[config.mk]
export PLATFORM = sky130hd
export DESIGN_NAME = osd_num_display
export DESIGN_NICKNAME = d
export VERILOG_FILES = /design/src/rtl/osd_num_display.sv
export SDC_FILE = /design/constraint.sdc
export NUM_CORES = 1
export LEC_CHECK = 0
export BUFFER_PORTS_ARGS = -buffer_cell sky130_fd_sc_hd__buf_2
export CORE_ASPECT_RATIO = 1.4
export CORE_MARGIN = 2
export CORE_UTILIZATION = 32
export DETAILED_ROUTE_END_ITERATION = 8
export PLACE_DENSITY = 0.64
export SLEW_MARGIN = 15
export SYNTH_ARGS = -nofsm -noshare
export SYNTH_HDL_FRONTEND = slang
export SYNTH_SLANG_ARGS = --single-unit
[constraint.sdc]
create_clock -name clk -period 1.75 [get_ports clk]
set_input_delay 0.4375 -clock clk [delete_from_list [all_inputs] [get_ports clk]]
set_output_delay 0.4375 -clock clk [all_outputs]
set_load 0.02 [all_outputs]
[src/rtl/osd_num_display.sv]
// Single-digit seven-segment OSD overlay flag generator.
// Raster position in, per-pixel overlay flag out, two clocks later, aligned with the delayed video path.
module osd_num_display #(
  parameter int          OSD_WIDTH  = 16,
  parameter int          OSD_HEIGHT = 32,
  parameter logic [12:0] OSD_X      = 13'd8,
  parameter logic [12:0] OSD_Y      = 13'd8
) (
  input  logic        clk,
  input  logic        rst,
  input  logic [3:0]  num,
  input  logic [12:0] pos_x,
  input  logic [12:0] pos_y,
  input  logic        pos_de,
  input  logic        pos_vs,
  output logic        pos_en
);

  // Box limits are widened to 14 bits so OSD_X + OSD_WIDTH cannot wrap.
  localparam logic [13:0] X_END = {1'b0, OSD_X} + 14'(OSD_WIDTH);
  localparam logic [13:0] Y_END = {1'b0, OSD_Y} + 14'(OSD_HEIGHT);

  localparam logic [3:0] DIGIT_BLANK = 4'd10;

  // Segment vector layout: [6]=a [5]=b [4]=c [3]=d [2]=e [1]=f [0]=g.
  localparam int SEG_A = 6;
  localparam int SEG_B = 5;
  localparam int SEG_C = 4;
  localparam int SEG_D = 3;
  localparam int SEG_E = 2;
  localparam int SEG_F = 1;
  localparam int SEG_G = 0;

  function automatic logic [6:0] digit_segs(input logic [3:0] d);
    logic [6:0] s;
    case (d)
      4'd0:    s = 7'b1111110;
      4'd1:    s = 7'b0110000;
      4'd2:    s = 7'b1101101;
      4'd3:    s = 7'b1111001;
      4'd4:    s = 7'b0110011;
      4'd5:    s = 7'b1011011;
      4'd6:    s = 7'b1011111;
      4'd7:    s = 7'b1110000;
      4'd8:    s = 7'b1111111;
      4'd9:    s = 7'b1111011;
      default: s = 7'b0000000;
    endcase
    return s;
  endfunction

  function automatic logic in_rng5(input logic [4:0] v, input logic [4:0] lo, input logic [4:0] hi);
    return (v >= lo) && (v <= hi);
  endfunction

  function automatic logic in_rng4(input logic [3:0] v, input logic [3:0] lo, input logic [3:0] hi);
    return (v >= lo) && (v <= hi);
  endfunction

  // Which segment rectangles contain the pixel at (row, col) of the glyph box.
  function automatic logic [6:0] seg_cover(input logic [4:0] row, input logic [3:0] col);
    logic [6:0] c;
    logic       col_mid;
    logic       col_left;
    logic       col_right;
    col_mid   = in_rng4(col, 4'd3, 4'd12);
    col_left  = in_rng4(col, 4'd2, 4'd4);
    col_right = in_rng4(col, 4'd11, 4'd13);
    c         = '0;
    c[SEG_A]  = in_rng5(row, 5'd2, 5'd4) && col_mid;
    c[SEG_G]  = in_rng5(row, 5'd14, 5'd16) && col_mid;
    c[SEG_D]  = in_rng5(row, 5'd27, 5'd29) && col_mid;
    c[SEG_F]  = in_rng5(row, 5'd3, 5'd15) && col_left;
    c[SEG_B]  = in_rng5(row, 5'd3, 5'd15) && col_right;
    c[SEG_E]  = in_rng5(row, 5'd16, 5'd28) && col_left;
    c[SEG_C]  = in_rng5(row, 5'd16, 5'd28) && col_right;
    return c;
  endfunction

  // Frame-sync edge detector and digit latch.
  logic       vs_q;
  logic       vs_d;
  logic [3:0] digit_q;
  logic [3:0] digit_d;
  logic       vs_rise;

  // Stage 1 registers.
  logic       box_q;
  logic       box_d;
  logic [3:0] col_q;
  logic [3:0] col_d;
  logic [4:0] row_q;
  logic [4:0] row_d;
  logic [3:0] s1_digit_q;
  logic [3:0] s1_digit_d;

  // Stage 2 register.
  logic       pos_en_q;
  logic       pos_en_d;

  always_comb begin
    vs_rise = pos_vs && !vs_q;
    vs_d    = pos_vs;
    digit_d = vs_rise ? num : digit_q;
  end

  always_comb begin
    box_d = pos_de
         && (pos_x >= OSD_X) && ({1'b0, pos_x} < X_END)
         && (pos_y >= OSD_Y) && ({1'b0, pos_y} < Y_END);
    col_d      = 4'(pos_x - OSD_X);
    row_d      = 5'(pos_y - OSD_Y);
    // Stage 1 takes the digit held before this edge; a new latch value applies from the next pixel.
    s1_digit_d = digit_q;
  end

  always_comb begin
    pos_en_d = box_q && (|(digit_segs(s1_digit_q) & seg_cover(row_q, col_q)));
  end

  always_ff @(posedge clk) begin
    if (rst) begin
      vs_q       <= 1'b0;
      digit_q    <= DIGIT_BLANK;
      box_q      <= 1'b0;
      col_q      <= '0;
      row_q      <= '0;
      s1_digit_q <= '0;
      pos_en_q   <= 1'b0;
    end else begin
      vs_q       <= vs_d;
      digit_q    <= digit_d;
      box_q      <= box_d;
      col_q      <= col_d;
      row_q      <= row_d;
      s1_digit_q <= s1_digit_d;
      pos_en_q   <= pos_en_d;
    end
  end

  assign pos_en = pos_en_q;

endmodule

==> impl_summary.log <==
INFO  metric post-route-worst-setup-slack = 346 ps
INFO  metric timing.hold.worst.class = in2reg
INFO  metric syn-num-nets = 173
INFO  metric first_global_vias = 994
INFO  metric yosysSeqAreaShare = 39.6%
INFO  metric hold_viol_final = 0
INFO  metric clk_pin_slew_worst_paths = 70 ps
INFO  metric core_area = 3440 sq um
INFO  metric insertion_delay = 260 ps
INFO  metric layout-drive-gt1-share = 26.5%
INFO  metric min_period = 1400 ps
INFO  metric critical_path.top_delay_family = compound AO/OA/AOI/OAI gates
INFO  metric detail_route.drc_violations = 0
INFO  metric synth.avg_cell_area = 8.81 sq um
INFO  metric worst_setup_path_start_kind = flop
INFO  metric drt-wirelength-per-cell = 11.4 microns
INFO  metric initialDrtViolationCount = 12
INFO  metric top_library_cells_by_usage_in_the_layout_fill_and_taps_aside = buf_2 (34), dfxtp_1 (23), nor2_1 (15)
INFO  metric worstPathBufferInverterCount = 0
INFO  metric final_min_period_over_clock_period = 80.2%
INFO  metric ctsHtreeMaxLevel = 1
INFO  metric final_cell_area = 1410 sq um
INFO  metric cts_tree = built
INFO  metric num_antenna_cells = 0
INFO  metric post-cts-setup-buffers = 0
INFO  metric synth_seq_cells = 23
INFO  metric finalWeightedCongestion = 0.833
INFO  metric max_cap_violations = 0
INFO  metric fin_tns_setup = 0 ps
INFO  metric placement.io_buffers = 34
INFO  metric maxClockFrequency = 712 MHz
INFO  metric slowest_delay = 460 ps
INFO  metric final_common_cell = buf_2
INFO  metric cts-resized-gates = 0
INFO  metric initial_antenna_violation_count = 0
INFO  metric final-setup-viol-count = 0
INFO  metric critical_path.cell_chain = and2b_2 -> a32oi_1 -> o32ai_1 -> a32o_1
INFO  metric die_height = 75.3 microns
INFO  metric final_nets = 208
INFO  metric detail-route-antenna-nets = 0
INFO  metric synth.yosys.warnings = 0
INFO  metric endpoint_kind = flop
INFO  metric slew_viol_final = 0
INFO  metric worst_skew = 4.08 ps
INFO  metric ioPinCount = 35
INFO  metric layout_overhead_on_the_synthesized_area = 21.6%
INFO  metric critical_path_required = 1910 ps
INFO  metric synth_top_area_share = 39.6%
INFO  metric initial_utilization = 33.8%
INFO  metric route.detailed.vias_per_inst = 4.96
INFO  metric die_x = 54.9 microns
INFO  metric tightest_slew = 446 ps
INFO  metric place_ws = 252 ps
INFO  metric pin_count_of_the_biggest_net_entering_global_routing = 19
INFO  metric gate_count_after_technology_mapping = 132
INFO  metric clock_tree.buffer_depth = 2
INFO  metric timing.max_slew.rel_slack = 70.2%
INFO  metric placement_row_count = 25
INFO  metric total_leakage_power = 0.659 nW
INFO  metric peak_supply_drop = 0.457 mV
INFO  metric dp.final_hpwl = 1.94 mm
INFO  metric synth.top_cells.by_area = dfxtp_1 (40%), ha_1 (7.5%), nor2_1 (4.8%)
INFO  metric design.die.area = 4140 sq um
INFO  metric number_of_filler_instances_in_the_final_layout = 359
INFO  metric holdBufCountCts = 0
INFO  metric detailroute.via_count = 1,022
INFO  metric clock_tree.root_cell = clkbuf_8
INFO  metric synthDominantAreaCellType = dfxtp_1
INFO  metric critical_setup_path_class = reg2reg
INFO  metric drt_wl_total = 2.35 mm
INFO  metric unrepaired_setup_endpoints_after_global_routing = no
INFO  metric status = finished clean
INFO  metric global_route_wire_length_before_repair = 4.11 mm
INFO  metric reg2reg_slack = 350 ps
INFO  metric tritoncts.num_buffers = 3
INFO  metric worst_path_max_delay_cell = dfxtp_1
INFO  metric count_of_distinct_cell_types_in_the_synthesized_netlist = 35
INFO  metric mappedNetlistArea = 1160 sq um
INFO  metric cts.sink_count = 23
INFO  metric grt_overflow_total = 0
INFO  metric worst_ep_arrival_time = 1560 ps
INFO  metric first_pass_drt_iterations = 4
INFO  metric place_area = 1370 sq um
INFO  metric power.density_cell_area = 765 nW/um^2
INFO  metric grtUsageTotal = 13.8%
INFO  metric critical_path_peak_fanout = 9
-- area by class of cell --
class | count | area, sq um | area share (%)
well taps | 40 | 50.0 | 3.54
inverters | 9 | 33.8 | 2.39
multi-input cells | 94 | 639 | 45.2
clock buffers | 4 | 45.0 | 3.19
flip-flops and latches | 23 | 460 | 32.6
repair buffers | 36 | 185 | 13.1
-- worst paths after layout --
path / startpoint / endpoint / cells after the start
worst max-delay path: row_q[4] / pos_en / 4
worst min-delay path: pos_x[3] / col_q[3] / 2
worst max register to register: row_q[4] / pos_en / 4
worst min register to register: box_q / pos_en / 1
-- layer usage --
layer	vias up	wire length [microns]	track usage, %
met5	-	0	0
met4	0	76	10.0
met3	8	51	2.16
met2	15	1280	24.5
met1	468	936	14.0
li1	531	-	-
-- kinds of logic (layout without fill, tap and decap cells) --
group	count (synthesis)	in the layout	synth area share [%]
AOI/OAI and AO/OA	27	27	16.1
xor gates and xnor gates	2	2	1.51
adders and majority gates	7	7	7.53
buffers and inverters	15	49	5.38
DFF	23	23	39.6
muxes	4	4	3.44
and+or+nand+nor	54	54	26.4
-- synthesized netlist by cell type --
library cell,number
nor3_1,1
or2b_2,1
nor2b_1,9
and3_1,1
a22o_1,1
mux2i_1,4
nand3_1,1
a211o_1,2
nor2_1,15
and4b_1,1
nor4_1,4
o32ai_1,1
nor4b_1,1
and4_1,1
and2b_2,4
o221ai_1,3
buf_4,1
clkbuf_1,3
o211ai_1,4
a22oi_1,1
nand4_1,1
dfxtp_1,23
ha_1,7
nand2b_1,2
a31oi_1,1
a32o_1,1
a21oi_1,5
or4b_1,2
xnor2_1,2
inv_1,9
and3b_1,1
buf_2,2
nand2_1,9
o21ai_0,6
a32oi_1,2
-- power by group --
group | total (W) | switching, W | internal (W)
combinational | 0.000167 | 0.0000751 | 0.0000914
clock | 0.000323 | 0.000161 | 0.000162
sequential | 0.000591 | 0.0000316 | 0.000560
total | 0.00108 | 0.000267 | 0.000813
-- stage by stage --
step | power [W] | cells | hold WS [ps] | utilization [%]
global placement | 0.000767 | 202 | 507 | 39.8
detailed placement | 0.000771 | 202 | 517 | 39.8
global route | 0.00114 | 206 | 352 | 41.1
finish | 0.00108 | 206 | 354 | 41.1
CTS | 0.00109 | 206 | 351 | 41.1
floorplan | 0.000707 | 132 | 470 | -
No activity file was read; power rests on OpenSTA's default activity.
